File: src/rtl/uart_rx_framer_pkg.sv
// rtl/uart_rx_framer_pkg.sv - shared constants and FSM encoding for the UART receive framer
package uart_rx_framer_pkg;

  localparam int DATA_W           = 8;
  localparam int CLKS_PER_BIT_DEF = 16;

  typedef enum logic [2:0] {
    ST_IDLE      = 3'd0,
    ST_START     = 3'd1,
    ST_DATA      = 3'd2,
    ST_STOP      = 3'd3,
    ST_WAIT_HIGH = 3'd4
  } rx_state_e;

endpackage

File: src/rtl/uart_rx_framer_sync_2ff.sv
// rtl/uart_rx_framer_sync_2ff.sv - two-flop synchronizer with parameterized reset value
module sync_2ff #(
  parameter logic RESET_VAL = 1'b1
) (
  input  logic clk,
  input  logic rst_n,
  input  logic d,
  output logic q
);

  logic meta;

  always_ff @(posedge clk or negedge rst_n) begin
    if (!rst_n) begin
      meta <= RESET_VAL;
      q    <= RESET_VAL;
    end else begin
      meta <= d;
      q    <= meta;
    end
  end

endmodule

File: src/rtl/uart_rx_framer.sv
// rtl/uart_rx_framer.sv - 8N1 UART receiver with valid/ready output and error pulses
module uart_rx_framer
  import uart_rx_framer_pkg::*;
#(
  parameter int CLKS_PER_BIT = CLKS_PER_BIT_DEF
) (
  input  logic              clk,
  input  logic              rst_n,
  input  logic              rx,
  output logic [DATA_W-1:0] data,
  output logic              valid,
  input  logic              ready,
  output logic              frame_err,
  output logic              overrun
);

  localparam int CW = (CLKS_PER_BIT > 1) ? $clog2(CLKS_PER_BIT) : 1;
  localparam logic [CW-1:0] CNT_LAST = CW'(CLKS_PER_BIT - 1);
  localparam logic [CW-1:0] CNT_HALF = CW'(CLKS_PER_BIT / 2 - 1);

  logic              rx_s;
  rx_state_e         state;
  logic [CW-1:0]     clk_cnt;
  logic [2:0]        bit_cnt;
  logic [DATA_W-1:0] shreg;

  logic at_last;
  logic stop_hit;
  logic deliver;
  logic bad_stop;

  sync_2ff #(.RESET_VAL(1'b1)) u_sync (
    .clk   (clk),
    .rst_n (rst_n),
    .d     (rx),
    .q     (rx_s)
  );

  assign at_last  = (clk_cnt == CNT_LAST);
  assign stop_hit = (state == ST_STOP) && at_last;
  assign deliver  = stop_hit && rx_s;
  assign bad_stop = stop_hit && !rx_s;

  always_ff @(posedge clk or negedge rst_n) begin
    if (!rst_n) begin
      state   <= ST_IDLE;
      clk_cnt <= '0;
      bit_cnt <= '0;
      shreg   <= '0;
    end else begin
      case (state)
        ST_IDLE: begin
          clk_cnt <= '0;
          if (!rx_s) state <= ST_START;
        end
        // Mid-start-bit resample rejects short glitches on the line.
        ST_START: begin
          if (clk_cnt == CNT_HALF) begin
            clk_cnt <= '0;
            bit_cnt <= '0;
            state   <= rx_s ? ST_IDLE : ST_DATA;
          end else begin
            clk_cnt <= clk_cnt + CW'(1);
          end
        end
        ST_DATA: begin
          if (at_last) begin
            clk_cnt        <= '0;
            shreg[bit_cnt] <= rx_s;
            if (bit_cnt == 3'd7) state <= ST_STOP;
            else                 bit_cnt <= bit_cnt + 3'd1;
          end else begin
            clk_cnt <= clk_cnt + CW'(1);
          end
        end
        ST_STOP: begin
          if (at_last) begin
            clk_cnt <= '0;
            state   <= rx_s ? ST_IDLE : ST_WAIT_HIGH;
          end else begin
            clk_cnt <= clk_cnt + CW'(1);
          end
        end
        ST_WAIT_HIGH: begin
          clk_cnt <= '0;
          if (rx_s) state <= ST_IDLE;
        end
        default: begin
          state   <= ST_IDLE;
          clk_cnt <= '0;
        end
      endcase
    end
  end

  // A delivery landing on a handshake reloads in place; otherwise a full buffer drops the byte.
  always_ff @(posedge clk or negedge rst_n) begin
    if (!rst_n) begin
      data      <= '0;
      valid     <= 1'b0;
      frame_err <= 1'b0;
      overrun   <= 1'b0;
    end else begin
      frame_err <= bad_stop;
      overrun   <= 1'b0;
      if (deliver) begin
        if (!valid || ready) begin
          data  <= shreg;
          valid <= 1'b1;
        end else begin
          overrun <= 1'b1;
        end
      end else if (valid && ready) begin
        valid <= 1'b0;
      end
    end
  end

endmodule

File: config.mk
export PLATFORM = sky130hd
export DESIGN_NAME = uart_rx_framer
export DESIGN_NICKNAME = d
export VERILOG_FILES = /design/src/rtl/uart_rx_framer_pkg.sv /design/src/rtl/uart_rx_framer_sync_2ff.sv /design/src/rtl/uart_rx_framer.sv
export SDC_FILE = /design/constraint.sdc
export NUM_CORES = 1
export LEC_CHECK = 0
export ABC_AREA = 1
export CORE_MARGIN = 4
export CORE_UTILIZATION = 34
export CTS_CLUSTER_SIZE = 24
export DETAILED_ROUTE_END_ITERATION = 8
export GPL_ROUTABILITY_DRIVEN = 1
export PLACE_DENSITY = 0.63
export SLEW_MARGIN = 20
export SYNTH_ARGS = -nofsm -noshare
export SYNTH_HDL_FRONTEND = slang
export SYNTH_SLANG_ARGS = --single-unit
File: constraint.sdc
create_clock -name clk -period 3.7 [get_ports clk]
set_clock_uncertainty 0.2 [all_clocks]
set_input_delay 0.37 -clock clk [delete_from_list [all_inputs] [get_ports clk]]
set_output_delay 0.37 -clock clk [all_outputs]
set_load 0.005 [all_outputs]
==> reports/results.txt <==
Yosys warns -> 0
Post-route minimum period -> 1.700 ns
Initial antenna violation count -> 0
Gpl congestion -> 0.8270
Family with the most delay on the worst path -> buffers and inverters
Crit-path cells -> clkdlybuf4s50_1
CP required -> 3.13 ns
CP max stage cell -> clkdlybuf4s50_1
Final ANT Viol Nets -> 0
Count leader, synth -> nand2_1
Register area -> 778.2 um^2
Max-slew violations -> 0
Sequential area share after synthesis -> 0.5539
CP max stage delay -> 0.50 ns
Area share of the largest cell type after synthesis -> 0.5165
Seq cells post-synth -> 31
Vias in the first global route -> 1015
Drt wl/cell -> 10.69 um
Drt drc -> 0
CTS max path bufs -> 2
Area delta synth->final -> 19.68%
Gr usage total -> 0.1126
Postcts setup bufs -> 0
Placed insts -> 222
Critical path peak fanout -> 2
EDFF count, synth -> 0
Number of max-cap violations -> 0
Synth area leader -> dfrtp_1
Hold_ws -> 0.1566 ns
Core Area -> 4000 um^2
Worst setup path class -> reg2out
# fillers -> 405
Slew Limit Headroom -> 0.7335
Drt pass-1 iters -> 4
Clock sinks -> 31
Worst skew pair latency -> 0.28 ns
Most frequent cells after synthesis -> nand2_1, dfrtp_1, nand3_1, nor2_1, inv_1
Setup TNS -> 0 ns
Synth cell types -> 22
RSZ-0062 raised after global routing -> false
First-pass GRT wire length -> 4395 um
H-tree depth -> 2
Root Driver -> clkbuf_8
Placed Instance Area -> 1600 um^2
# IOs -> 15
Iter 0 DRT Violations -> 80
Post-synth top flop -> dfrtp_1
Final std cells w/o fill -> 230
Setup-failing EPs final -> 0
Outcome -> finished clean
Cts hold-fix bufs -> 0
Final #Nets -> 186
Total number of vias -> 1049
Maximum vdd drop -> 0.2151 mV
Share of cells above drive strength 1 -> 0.1056
Final critical-path share of the clock period -> 0.4595
Synthesized instance count -> 159
Top cells by area, synth -> dfrtp_1, nand2_1, nand3_1, dfstp_2, nor2_1
Clock transition at the registers of the reported paths -> 0.06 ns
DP HPWL -> 1745 um
Largest net degree at the start of global routing -> 32
Synth Area per Inst -> 8.837 um^2
Initial Utilization -> 0.3513
Synthesized Nets -> 166
Hold crit path type -> reg2reg
Startpoint types -> flip-flop
Nature of the critical path endpoint -> primary output
Design Area, Final -> 1682 um^2
CTS resizes -> 0
Async S/R FF share, synth -> 1.000
Die Span Y -> 72.29 um
Row cnt -> 23
Die W -> 72.29 um
Grt ovf -> 0
Pwr dens -> 537.2 nW/um^2
Final hold vios -> 0
Number of buffers created by CTS -> 5
Multi-input logic area -> 558.0 um^2
PortBufs -> 14
TritonCTS clock tree -> done
Slew @ Worst Pin -> 0.3997 ns
CP Buf/Inv Count -> 1
Die area -> 5225 um^2
Antenna diodes -> 0
Post-Route WL -> 2458 um
Leak Pwr -> 0.8018 nW
Cell Area, Synth -> 1405 um^2
Vias per inst -> 4.561
Worst EP arrival -> 1.13 ns
Max Clk Rate -> 588.2 MHz
## registers in the layout (all words and copies together), names as in the netlist
signal and count:
data 8, shreg 8, clk_cnt 4, bit_cnt 3, state 3, frame_err 1, overrun 1, u_sync.meta 1
u_sync.q 1, valid 1
## per-layer routing
layer  GRT usage  up-vias  share of wire
li1            -      553              -
met4     0.06263        0          0.023
met2      0.1719       20           0.44
met1      0.1333      471           0.48
met3     0.04709        5          0.051
met5           0        -              0
## through the flow
step                worst slack, ns    util  total power, W
floorplan                     2.147       -       0.0006062
global placement              2.035  0.4001       0.0006548
detailed placement            2.039  0.4001       0.0006586
CTS                           1.974  0.4204       0.0009153
global route                  1.870  0.4204       0.0009731
finish                        2.000  0.4204       0.0009033
## cell type report
type,count,area share
sequential,31,0.4628
multi-input combinational,113,0.3318
timing repair buffer,15,0.08780
clock buffer,7,0.04539
tap,50,0.03720
inverter,13,0.03199
clock inverter,1,0.002976
## placed cells by master, fill, tap and decap left out, drive strengths merged, types with 2 or more instances in the layout
| cell | instances |
|---|---|
| nor2 | 18 |
| dfstp | 2 |
| nand2 | 55 |
| clkbuf | 7 |
| dfrtp | 29 |
| ha | 3 |
| clkinv | 2 |
| o21ai | 10 |
| inv | 12 |
| nand4 | 3 |
| clkdlybuf4s50 | 14 |
| nand3 | 19 |
## worst paths after layout
check | from | endpoint | slack (ns) | depth (start not counted)
setup / recovery | valid | valid | 2.00 | 1
max in group asynchronous | rst_n | u_sync.meta | 2.69 | 2
hold / removal | u_sync.meta | u_sync.q | 0.16 | 0
hold reg to reg | u_sync.meta | u_sync.q | 0.16 | 0
min in group asynchronous | rst_n | data[5] | 0.29 | 2
setup reg to reg | bit_cnt[0] | bit_cnt[1] | 2.01 | 8
## report_power, final
| group | total, W | internal [W] | leakage (nW) | switching (W) |
|---|---|---|---|---|
| registers | 0.000428 | 0.000382 | 0.413 | 0.0000458 |
| logic | 0.000224 | 0.0000824 | 0.347 | 0.000142 |
| clock network | 0.000251 | 0.000132 | 0.0422 | 0.000120 |
## logic make-up (layout without fill, tap and decap cells)
group,after synthesis,in the layout,share of synthesized area
AO/OA/AOI/OAI,12,12,0.04363
AND/OR/NAND/NOR,97,97,0.3206
XOR/XNOR,1,1,0.006234
adder cells (fa/ha/maj),3,3,0.02672
flip-flops,31,31,0.5539
buffers and inverters,15,36,0.04898
Note: power is estimated with default switching activity, not from simulation.
